==> config.mk <==
export PLATFORM = sky130hd
export DESIGN_NAME = output_deskew
export DESIGN_NICKNAME = d
export VERILOG_FILES = /design/src/rtl/output_deskew.sv
export SDC_FILE = /design/constraint.sdc
export NUM_CORES = 1
export LEC_CHECK = 0
export BUFFER_PORTS_ARGS = -buffer_cell sky130_fd_sc_hd__buf_4
export CORE_ASPECT_RATIO = 0.9
export CORE_MARGIN = 4
export CORE_UTILIZATION = 45
export CTS_BUF_LIST = sky130_fd_sc_hd__clkbuf_8
export DETAILED_ROUTE_END_ITERATION = 6
export GPL_ROUTABILITY_DRIVEN = 0
export PLACE_DENSITY = 0.72
export SLEW_MARGIN = 15
export SYNTH_ARGS = -nofsm -noshare
export SYNTH_HDL_FRONTEND = slang
export SYNTH_SLANG_ARGS = --single-unit
==> constraint.sdc <==
create_clock -name clk -period 2.9 [get_ports clk]
set_input_delay 0.435 -clock clk [delete_from_list [all_inputs] [get_ports clk]]
set_output_delay 0.435 -clock clk [all_outputs]
set_load 0.02 [all_outputs]
==> src/rtl/output_deskew.sv <==
// Reassembles the skewed bottom-row accumulator streams of a 2x2 systolic array
// into an aligned result matrix presented under a valid/ready handshake.
module output_deskew #(
  parameter int unsigned DATA_WIDTH = 16
) (
  input  logic                  clk,
  input  logic                  reset_n,
  input  logic                  start,
  input  logic [DATA_WIDTH-1:0] acc_in1,
  input  logic                  acc_valid1,
  input  logic [DATA_WIDTH-1:0] acc_in2,
  input  logic                  acc_valid2,
  input  logic                  result_ready,
  output logic [DATA_WIDTH-1:0] c11,
  output logic [DATA_WIDTH-1:0] c12,
  output logic [DATA_WIDTH-1:0] c21,
  output logic [DATA_WIDTH-1:0] c22,
  output logic                  result_valid,
  output logic                  busy,
  output logic                  drop_err
);

  typedef enum logic [1:0] {
    StIdle,
    StCollect,
    StHold
  } state_e;

  state_e state_q, state_d;

  logic [1:0]            cnt1_q, cnt1_d;
  logic [1:0]            cnt2_q, cnt2_d;
  logic [DATA_WIDTH-1:0] c11_q, c11_d;
  logic [DATA_WIDTH-1:0] c12_q, c12_d;
  logic [DATA_WIDTH-1:0] c21_q, c21_d;
  logic [DATA_WIDTH-1:0] c22_q, c22_d;
  logic                  drop_q, drop_d;

  always_comb begin
    state_d = state_q;
    cnt1_d  = cnt1_q;
    cnt2_d  = cnt2_q;
    c11_d   = c11_q;
    c12_d   = c12_q;
    c21_d   = c21_q;
    c22_d   = c22_q;
    drop_d  = drop_q;

    unique case (state_q)
      StIdle: begin
        if (start) begin
          state_d = StCollect;
          cnt1_d  = 2'd0;
          cnt2_d  = 2'd0;
          drop_d  = 1'b0;
        end
        // A beat arriving alongside start is still discarded, so set wins over clear.
        if (acc_valid1 || acc_valid2) begin
          drop_d = 1'b1;
        end
      end

      StCollect: begin
        if (acc_valid1) begin
          if (cnt1_q == 2'd0) begin
            c11_d  = acc_in1;
            cnt1_d = 2'd1;
          end else if (cnt1_q == 2'd1) begin
            c21_d  = acc_in1;
            cnt1_d = 2'd2;
          end else begin
            drop_d = 1'b1;
          end
        end

        if (acc_valid2) begin
          if (cnt2_q == 2'd0) begin
            c12_d  = acc_in2;
            cnt2_d = 2'd1;
          end else if (cnt2_q == 2'd1) begin
            c22_d  = acc_in2;
            cnt2_d = 2'd2;
          end else begin
            drop_d = 1'b1;
          end
        end

        // Enter HOLD on the same edge as the final capture: no added latency.
        if (cnt1_d == 2'd2 && cnt2_d == 2'd2) begin
          state_d = StHold;
        end
      end

      StHold: begin
        if (result_ready) begin
          if (start) begin
            state_d = StCollect;
            cnt1_d  = 2'd0;
            cnt2_d  = 2'd0;
            drop_d  = 1'b0;
          end else begin
            state_d = StIdle;
          end
        end
        if (acc_valid1 || acc_valid2) begin
          drop_d = 1'b1;
        end
      end

      default: begin
        state_d = StIdle;
      end
    endcase
  end

  always_ff @(posedge clk or negedge reset_n) begin
    if (!reset_n) begin
      state_q <= StIdle;
      cnt1_q  <= 2'd0;
      cnt2_q  <= 2'd0;
      c11_q   <= '0;
      c12_q   <= '0;
      c21_q   <= '0;
      c22_q   <= '0;
      drop_q  <= 1'b0;
    end else begin
      state_q <= state_d;
      cnt1_q  <= cnt1_d;
      cnt2_q  <= cnt2_d;
      c11_q   <= c11_d;
      c12_q   <= c12_d;
      c21_q   <= c21_d;
      c22_q   <= c22_d;
      drop_q  <= drop_d;
    end
  end

  assign c11          = c11_q;
  assign c12          = c12_q;
  assign c21          = c21_q;
  assign c22          = c22_q;
  assign result_valid = (state_q == StHold);
  assign busy         = (state_q == StCollect);
  assign drop_err     = drop_q;

  a_valid_busy_excl: assert property (@(posedge clk) disable iff (!reset_n)
    !(result_valid && busy));

  a_cnt_range: assert property (@(posedge clk) disable iff (!reset_n)
    (cnt1_q <= 2'd2) && (cnt2_q <= 2'd2));

  a_hold_stable: assert property (@(posedge clk) disable iff (!reset_n)
    (state_q == StHold) |=> $stable({c11_q, c12_q, c21_q, c22_q}));

endmodule

[Word level (Yosys, flattened, before mapping)]
Index checks and enable logic that the tools add are counted.
Widths: inputs -> output; s select.
Word-level totals
  output and inout port bits: 67
  bits in registers: 71
Cells by class
  reductions and logical operators: 13
  bitwise logic cells: 2
  mux-type cells: 30
  equal/unequal tests: 10
Operators with widths (number)
  $mux 2: 15
  $pmux 2 s3: 3
  $mux 1: 11
  $reduce_and 3->1: 3
  $reduce_and 4->1: 2
  $eq 2x1->1 const B: 3
  $eq 2x2->1 const B: 3
  $logic_not 2->1: 3
  $ne 2x2->1 const B: 2
  $reduce_and 2->1: 2
  $ne 3x2->1 const B: 1
  $pmux 1 s3: 1
  $reduce_bool 3->1: 1
  $ne 2x1->1 const B: 1
  $not 1->1: 2
  $logic_and 1x1->1: 1
  $logic_or 1x1->1: 1

[Logic depth before layout (Yosys ltp)]
Gate-level depths: netlist of run 1.
  word-level depth: 9
  gate-level depth with buffers: 6
  gate-level depth less buffers: 5

[Least setup slack after synthesis of run 1]
OpenSTA, ideal clock, no wires.
  path kind: register to register
  start: reg cnt2_q[0]
  end: reg c22_q[0], in the netlist c22[0]
  path slack: 1293 ps
  setup time: 125 ps
  path buffers: 1
  data arrival time: 1482 ps
  clock period less this slack: 1607 ps
  cell stages (with the launch flop): 7
  cell sequence: dfrtp_1 > inv_1 > ha_1 > and2b_1 > nand3_4 > buf_6 > mux2_2
Between the ends
  longest elaborated chain between the ends: 3
Ends and longest elaborated chain
  from (decl): line 32  | logic [1:0] cnt2_q, cnt2_d;
  from (signal assigned): line 129  | cnt2_q <= cnt2_d;
  $logic_not 2->1: line 77  | if (cnt2_q == 2'd0) begin
  $not 1->1 (no source line)
  $reduce_and 4->1 (no source line) *
  to (signal assigned): line 124  | c22_q <= '0;
  to (signal assigned): line 133  | c22_q <= c22_d;
  to (decl): line 36  | logic [DATA_WIDTH-1:0] c22_q, c22_d;
Mark *: on every way between the ends. The rest lies on a longest branch, timed or not.
A chain may end at the register's enable or synchronous reset.

[Final worst setup path of run 1]
  start: reg state_q[1]
  end: out busy
Between the ends
  longest elaborated chain between the ends: 1
Ends and longest elaborated chain
  from (decl): line 29  | state_e state_q, state_d;
  from (signal assigned): line 118  | state_q <= StIdle;
  from (signal assigned): line 127  | state_q <= state_d;
  $eq 2x1->1: line 143  | assign busy = (state_q == StCollect);
  to (decl): line 19  | output logic busy,
Every way passes these cells.

==> results of run 1 <==
## final cells by class
class                   count  area (µm²)
clock buffers               9         124
fillers                   491        2250
flip-flops and latches     71        1780
multi-input cells         102        1090
well taps                  87         109
repair buffers            104         781
inverters                   9        38.8
clock inverters             7        81.3
## synthesized netlist by cell type
library cell,number
nand2b_1,3
mux2_4,10
nand2_1,3
nor3b_1,1
clkbuf_2,1
buf_6,4
a31oi_1,1
dfrtp_1,71
o22ai_1,2
nand3_1,1
a21o_1,1
o32ai_1,2
ha_1,4
buf_2,1
mux2_2,54
nor3_1,2
o21ai_0,2
nand3_4,3
o31ai_1,1
and3_1,1
clkinv_4,1
nand4b_4,1
inv_1,8
a221oi_1,2
nor2_1,1
nand3b_1,1
a2111o_1,1
a32o_1,1
nor2b_1,1
nand2b_4,1
and2b_1,2
## state kept, by name (all words and copies together), names as in the netlist
register	count
drop_err	1
cnt2_q	2
cnt1_q	2
c12	16
c22	16
c21	16
c11	16
state_q	2
## stage by stage
stage | utilization | setup slack [ns]
final | 0.640 | 1.17
after global routing | 0.640 | 1.11
after CTS | 0.640 | 1.16
after detailed placement | 0.607 | 1.21
after global placement | 0.607 | 1.23
after floorplan | - | 1.29
## worst max path at each step
stage | start | endpoint | slack (ns) | cells after the start
global route | cnt2_q[0] | c22[14] | 1.11 | 5
floorplan | cnt2_q[0] | c22[0] | 1.29 | 6
finish | state_q[1] | busy | 1.17 | 3
global placement | cnt1_q[0] | c21[11] | 1.23 | 4
CTS | state_q[1] | busy | 1.16 | 3
detailed placement | cnt2_q[0] | c22[14] | 1.21 | 5
## power by group through the flow
stage	Clock [mW]	Combinational (mW)	Sequential, mW
after floorplan	0	0.951	2.31
after global placement	0	2.43	1.76
after detailed placement	0	2.48	1.78
after CTS	0.844	2.48	1.77
after global routing	0.888	2.62	1.83
final	0.814	2.45	1.77
## metal layers
metal	global-route usage	vias up	wire length [µm]
met3	0.0904	9	733
met1	0.202	940	2630
li1	-	897	-
met2	0.249	89	2760
met4	0.0399	0	62
met5	0	-	0
## worst register-to-register path: stages (launching register included)
cell and delay, ns:
dfrtp_1 0.37, inv_1 0.06, ha_1 0.27, nand4b_4 0.44
mux2_4 0.42
## cells by family (layout without fill, tap and decap cells)
group / count (synthesis) / count (layout) / synth area share
adder cells (fa/ha/maj): 4 / 4 / 0.0169
multiplexers: 64 / 64 / 0.256
AO/OA/AOI/OAI: 13 / 13 / 0.0338
flip-flops: 71 / 71 / 0.600
buffers and inverters: 15 / 129 / 0.0317
AND/OR/NAND/NOR: 21 / 21 / 0.0613
==> metrics.txt, run 1 <==
Worst setup EP type=primary output; Logic pwr share=0.486; largest net degree at the start of global routing=72; WP data required=roughly 2.5 ns; Peak supply drop=0.627 mV; Detailed Routing Iterations Pass 1=5; Cell Area, Synth=2960 µm²; R2R Setup Slk=1.22 ns; Via density=4.97; first-pass GRT wire length=10.1 mm; cell area after layout=4000 µm²; via count=between 1.5k and 2k; clk sinks=71; total grt overflow=0; cell family with most CP delay=flip-flops; Leak=1.96 nW; clk slew on worst S/H paths=0.07 ns; Reg2Reg Launch Point=cnt1_q[0]; Hold Crit Class=input port to async pin; Final nets=339; Sw Ratio=0.367; Global Route Usage Sum=0.163; CTS Hold Buffers Added=0; die area=between 7000 and 8000 µm²; num ports=105; post-synth top area share=0.600; CTS Buffer Depth=2; Worst path max stage delay=0.45 ns; worst path arrival time=between 1 and 1.5 ns; layout cell share with drive strength beyond 1=0.619; syn avg cell area=between 15 and 20 µm²; worst skew pair latency=0.34 ns; initial antenna violation count=0; critical-path cell list=nand2b_4, clkinv_4, buf_4; syn_nets=230; total power draw=5.03 mW; hpwl dp=4.49 mm; DR DRC count=0; switching power=1.85 mW; RSZ-0062 raised after global routing=no; most frequent cells in the layout=buf_4, dfrtp_1, mux2_2, inv_1, mux2_4; CTS H-Tree Depth=3; ANT cells=0; Flop pwr share=0.352; Clock power frac=0.162; Final setup viols=0; Finished Layout Cells=389; largest cells by area after synthesis=dfrtp_1, mux2_2, mux2_4, nand3_4, ha_1; max-slew violations=0; Int Power=approximately 3.2 mW; number of I/O port buffers=between 100 and 150; Root Driver=clkbuf_8; maxcap violations=0; WHS=slightly above 0.2 ns; DRT iter0 DRCs=65; Pwr Density=between 1000 and 1500 nW/µm²; number of cells on the worst reg-to-reg path=4; Starting Density=0.474; worst slew pin tran=0.872 ns; TNS Setup=0 ns; synthesis-stage register bit count=71; Hold Violations, Final=0; FMAX=slightly below 0.6 GHz; crit path launch type=flip-flop; Fin Clk Skew=~0.0046 ns; Synth cell types=31; number of global-route vias before repair=2125; Core Footprint=6250 µm²; row cnt=27; post-CTS sizing=0; CP max FO=10; setup bufs post-CTS=0; Synth area leader=dfrtp_1; die height=84.9 µm; fin crit period=1.73 ns; outcome=finished, final reports clean; post-detailed-routing wire length=6.18 mm; post-synthesis to final-layout area growth=35.1%; critical path class=flip-flop to primary output; most common cell after layout, fill and taps aside=buf_4; Relative slew margins=0.419; R2R Path End=c21[8]; Buf+Inv Stages, Crit Path=2; part of the Yosys area used for sequential elements=0.600; CTS tree=done; final worst-path cycle share=0.595; DR WL/cell=between 15 and 20 µm; Post-DP Area=around 3800 µm²; Num CTS Buffers=9; die width=93.5 µm; Mapped Cells=188; slowest cell on the critical path=dfrtp_1; dpl cells=between 300 and 400; Synth Warn #=0; Routed Antenna Nets=0
No activity file was read; power rests on OpenSTA's default activity.
==> run 2, diff against run 1 <==
--- a/config.mk
+++ b/config.mk
@@ -5,6 +5,7 @@
 export SDC_FILE = /design/constraint.sdc
 export NUM_CORES = 1
 export LEC_CHECK = 0
+export ABC_AREA = 1
 export BUFFER_PORTS_ARGS = -buffer_cell sky130_fd_sc_hd__buf_4
 export CORE_ASPECT_RATIO = 0.9
 export CORE_MARGIN = 4
@@ -12,7 +13,7 @@
 export CTS_BUF_LIST = sky130_fd_sc_hd__clkbuf_8
 export DETAILED_ROUTE_END_ITERATION = 6
 export GPL_ROUTABILITY_DRIVEN = 0
-export PLACE_DENSITY = 0.72
+export PLACE_DENSITY = 0.75
 export SLEW_MARGIN = 15
 export SYNTH_ARGS = -nofsm -noshare
 export SYNTH_HDL_FRONTEND = slang
==> constraint.sdc (replaced) <==
create_clock -name clk -period 1.4 [get_ports clk]
set_input_delay 0.21 -clock clk [delete_from_list [all_inputs] [get_ports clk]]
set_output_delay 0.21 -clock clk [all_outputs]
set_load 0.02 [all_outputs]
==> run 2 against run 1 <==
Critical path depth grew 1. Critical endpoint is now result_valid. Flip-flop and latch count is the same. Hold slack lost 0.080 ns. Die area grew 3.4%. Clock skew grew 0.0013 ns. Worst setup slack lost 1.2 ns.
==> metrics.txt, run 2 <==
outcome=finished, final reports clean; CTS tree=done; number of global-route vias before repair=2543; most frequent cells in the layout=buf_4, nand2_1, dfrtp_1, inv_1, o21ai_2; RSZ-0062 raised after global routing=yes; Peak supply drop=1.46 mV; ys flop type=dfrtp_1; Via density=4.76; layout cell share with drive strength beyond 1=0.465; Mapped Cells=between 300 and 400; ANT cells=0; register area=1780 µm²; maxcap violations=0; Synth cell types=21; die width=95.1 µm; Synth Area in Simple Gates=0.164; CP max FO=3; largest cells by area after synthesis=dfrtp_1, nand2_1, o21ai_2, inv_1, o21ai_1; DR WL/cell=13.7 µm; Place WS=-0.0204 ns; max-slew violations=0; setup ws final=0.0226 ns; async set or reset register ratio after synthesis=1.00; Reg2Reg Launch Point=state_q[1]; clk slew on worst S/H paths=approximately 0.080 ns; Finished Layout Cells=approximately 540; Max Used Layer=met4; part of the Yosys area used for sequential elements=0.578; Cell Area, Synth=3070 µm²; Pwr Density=2490 nW/µm²; Leak=2.34 nW; synthesis-stage register bit count=71; syn_nets=356; DR DRC count=0; hpwl dp=4.84 mm; Post-DP Area=3980 µm²; Root Driver=clkbuf_8; R2R Setup Slk=0.05 ns; Fin Clk Skew=0.00582 ns; post-synthesis xor/xnor area fraction=0; via count=2546; most common cell after layout, fill and taps aside=buf_4; FMAX=~0.73 GHz; row cnt=28; crit path launch type=flip-flop; Global Route Usage Sum=0.185; largest family of logic cells by synthesized area=simple AND/OR/NAND/NOR gates; Starting Density=0.464; DRT iter0 DRCs=100; post-detailed-routing wire length=between 7 and 8 mm; most frequent cell after synthesis=nand2_1; first-pass GRT wire length=between 10 and 15 mm; Routed Antenna Nets=0; Compound-Gate Fraction of Synth Area=0.148; largest net degree at the start of global routing=between 70 and 80; initial antenna violation count=0; Worst setup EP type=primary output; cell area after layout=4540 µm²; die area=8210 µm²; worst slew pin tran=around 0.38 ns; Core Footprint=6620 µm²; CP Launch Point=state_q[1]; CTS Buffer Depth=2; Synth area leader=dfrtp_1; num ports=105; Layout fillers=about 510; met2 WL=3.49 mm; Synth Warn #=0; Relative slew margins=0.747; Post-synth top cells=nand2_1, dfrtp_1, inv_1, o21ai_2, nor2_1; clk sinks=between 70 and 80; worst path arrival time=1.17 ns; Num CTS Buffers=9; syn avg cell area=9.78 µm²; CTS H-Tree Depth=3; Hold Path Depth=3; Final setup viols=0; Post-synth EDFFs=0; Hold Violations, Final=0; total power draw=between 10 and 15 mW; WP data required=1.19 ns; CP endpoint=result_valid; post-synthesis mux area share=0; die height=86.4 µm; number of I/O port buffers=104; fin crit period=approximately 1.4 ns; Detailed Routing Iterations Pass 1=4; total grt overflow=0; number of cells on the worst reg-to-reg path=8; Synth Area in Adders=0.0163; dpl cells=503; R2R Path End=c21[3]; post-synthesis to final-layout area growth=47.9%; critical path class=flip-flop to primary output; met1 wire length=3.11 mm; final worst-path cycle share=0.984; worst skew pair latency=0.34 ns; post-synth top area share=0.578; multi-input logic area=1110 µm²; Hold Crit Class=input port to flip-flop; met3 routed WL=638 µm; Final nets=482
==> run 2: cells by family after synthesis <==
logic type | Yosys count
compound gates | 69
buf+inv | 59
simple gates | 111
flops | 71
fa+ha+maj | 4
==> run 2: power breakdown <==
part	internal (mW)	total, mW	leakage, nW	switching, mW
clock network	1.19	1.98	0.120	0.795
logic	2.58	5.70	1.35	3.11
registers	3.01	3.64	0.870	0.625
==> run 2: per-layer routing <==
| layer | track usage | vias up |
|---|---|---|
| li1 | - | 1241 |
| met1 | 0.224 | 1198 |
| met2 | 0.309 | 99 |
| met3 | 0.0668 | 8 |
| met4 | 0.0564 | 0 |
| met5 | 0 | - |
==> run 2: per-stage QoR <==
stage | utilization | setup TNS, ns | hold WS, ns
finish | 0.686 | 0 | 0.125
global placement | 0.601 | 0 | 0.247
floorplan | - | 0 | -0.0856
CTS | 0.661 | -0.00601 | 0.109
detailed placement | 0.601 | -0.0896 | 0.251
global route | 0.686 | -0.144 | 0.123
==> run 2: critical path: stages (launching register included) <==
cell,delay [ns]
dfrtp_2,0.46
buf_6,0.14
inv_4,0.06
nor2_4,0.04
buf_6,0.12
==> run 2: final cells by class <==
cell class / count / area share
Clock buffer: 9 / 0.0273
Clock inverter: 7 / 0.0264
Inverter: 45 / 0.0377
Multi-Input combinational cell: 184 / 0.245
Sequential cell: 71 / 0.391
Tap cell: 90 / 0.0248
Timing Repair Buffer: 129 / 0.247
==> run 2: what timing repair did <==
item | CTS | global route
pin swaps | 2 | 2
setup endpoints to repair | 18 | 51
hold buffers | 1 | 0
resized for setup | 11 | 28
endpoints found under the hold margin | 71 | 0
gates cloned | 2 | 1
setup buffers | 7 | 5
==> run 2: worst min-delay path by stage <==
stage	slack (ns)	start	endpoint
finish	0.13	acc_in1[10]	c11[10]
global route	0.12	acc_in1[3]	c11[3]
CTS	0.11	acc_in1[7]	c21[7]
detailed placement	0.25	reset_n	c11[2]
global placement	0.25	reset_n	c11[2]
floorplan	-0.09	reset_n	c11[0]
==> run 3, diff against run 2 <==
--- a/config.mk
+++ b/config.mk
@@ -5,7 +5,6 @@
 export SDC_FILE = /design/constraint.sdc
 export NUM_CORES = 1
 export LEC_CHECK = 0
-export ABC_AREA = 1
 export BUFFER_PORTS_ARGS = -buffer_cell sky130_fd_sc_hd__buf_4
 export CORE_ASPECT_RATIO = 0.9
 export CORE_MARGIN = 4
==> run 3 against run 2 <==
The flow now finishes with violations (negative setup slack). Worst setup slack worse by 0.17 ns. Global-route usage is 0.52 points higher. Final cell count is 22% lower. Sequential share of layout area is 0.16 points lower. Die area is 3.3% lower. Power is 5.3% higher. Critical path depth is 1 higher. Register-to-register slack worse by 0.20 ns. Largest power group unchanged. Sequential power is 1% higher. Non-clock buffer count is 2 higher. Flip-flop and latch count stayed put.
==> metrics.txt, run 3 (same netlist as run 1, synthesis figures left out) <==
clk slew on worst S/H paths=0.08 ns; first-pass GRT wire length=~11 mm; setup ws final=-0.147 ns; Logic pwr share=0.540; Sw Ratio=0.370; number of I/O port buffers=between 100 and 150; largest net degree at the start of global routing=30; CP max FO=8; Peak supply drop=1.33 mV; Int Power=7.51 mW; Routed Antenna Nets=0; Flop pwr share=0.309; num ports=105; worst path arrival time=1.78 ns; maxcap violations=0; die width=about 93 µm; DR DRC count=0; TNS Setup=-3.77 ns; post-synthesis to final-layout area growth=54.0%; layout cell share with drive strength beyond 1=0.702; Fin Clk Skew=0.0109 ns; die height=roughly 85 µm; clk sinks=71; total grt overflow=0; Num CTS Buffers=9; CTS tree=done; Starting Density=0.474; critical path class=flip-flop to flip-flop; post-detailed-routing wire length=7.64 mm; crit path launch type=flip-flop; Global Route Usage Sum=0.190; worst skew pair latency=0.35 ns; DR WL/cell=18.2 µm; WP data required=1.64 ns; WHS=0.0943 ns; most frequent cells in the layout=buf_4, dfrtp_1, mux2_4, mux2_2, clkbuf_8; Final nets=~370; Final setup viols=51; Root Driver=clkbuf_8; DRT iter0 DRCs=87; fin crit period=1.55 ns; Core Footprint=6250 µm²; Hold Violations, Final=0; ANT cells=0; Detailed Routing Iterations Pass 1=4; Pwr Density=2610 nW/µm²; Leak=2.29 nW; via count=2104; Worst setup EP type=flip-flop; total power draw=11.9 mW; die area=7940 µm²; Hold Crit Class=input port to flip-flop; number of global-route vias before repair=2208; failing checks=negative setup slack; initial antenna violation count=0; RSZ-0062 raised after global routing=yes; most common cell after layout, fill and taps aside=buf_4; Clock power frac=0.151; worst slew pin tran=0.321 ns; hpwl dp=5.03 mm; CTS Buffer Depth=2; outcome=finished, violations left; row cnt=27; max-slew violations=0; switching power=4.41 mW; Relative slew margins=0.786; final worst-path cycle share=1.10; R2R Setup Slk=-0.15 ns; CTS H-Tree Depth=3; Via density=around 5.0; FMAX=0.647 GHz
-- run 3: worst paths after layout --
check                            from      end  depth (start not counted)
max                         cnt2_q[0]   c22[5]                          5
min                        acc_in1[9]   c21[9]                          2
max reg2reg                 cnt2_q[0]   c22[5]                          5
min reg2reg                    c11[2]   c11[2]                          1
max in group asynchronous     reset_n  c21[11]                          3
min in group asynchronous     reset_n  c12[11]                          2
-- run 3: power by group through the flow --
stage / Sequential (mW) / Combinational [mW] / Clock (mW)
2_1_floorplan: 4.79 / 2.28 / 0
3_3_place_gp: 3.66 / 5.63 / 0
3_5_place_dp: 3.69 / 5.76 / 0
4_1_cts: 3.67 / 6.10 / 1.82
5_1_grt: 3.80 / 6.76 / 1.93
6_report: 3.69 / 6.43 / 1.80
-- run 3: critical path, cell delays in order (launching register included) --
cell and delay, ns:
dfrtp_1 0.37, inv_2 0.07, ha_4 0.16, and2b_4 0.31, nand3_4 0.18, mux2_4 0.34
-- run 3: area by class of cell --
type | instances | area (µm²)
clock buffers | 9 | 124
clock inverters | 7 | 97.6
fillers | 429 | 1690
inverters | 9 | 46.3
multi-input cells | 104 | 1320
flip-flops and latches | 71 | 1780
well taps | 87 | 109
repair buffers | 131 | 1080
repair inverters | 1 | 8.76
-- run 3: what timing repair did --
action                                  in CTS  in global routing
hold endpoints to repair                    20                  0
pin swaps                                    5                  3
setup buffers                                7                  2
hold buffers                                 1                  0
resized for setup                           13                 18
gates cloned                                 2                  2
endpoints found under the setup margin      68                 65
-- run 3: metal layers --
metal,routed length [µm],global-route usage
met5,0,0
met4,122,0.0812
met3,519,0.0532
met2,3740,0.308
met1,3250,0.239
-- run 3: metrics by stage --
step / util / instances / worst slack, ns / cell area [µm²]
floorplan: - / 188 / -0.175 / 3070
global placement: 0.652 / 389 / -0.163 / 4080
detailed placement: 0.652 / 389 / -0.208 / 4080
CTS: 0.709 / 415 / -0.0964 / 4430
global route: 0.729 / 419 / -0.172 / 4560
finish: 0.729 / 419 / -0.147 / 4560
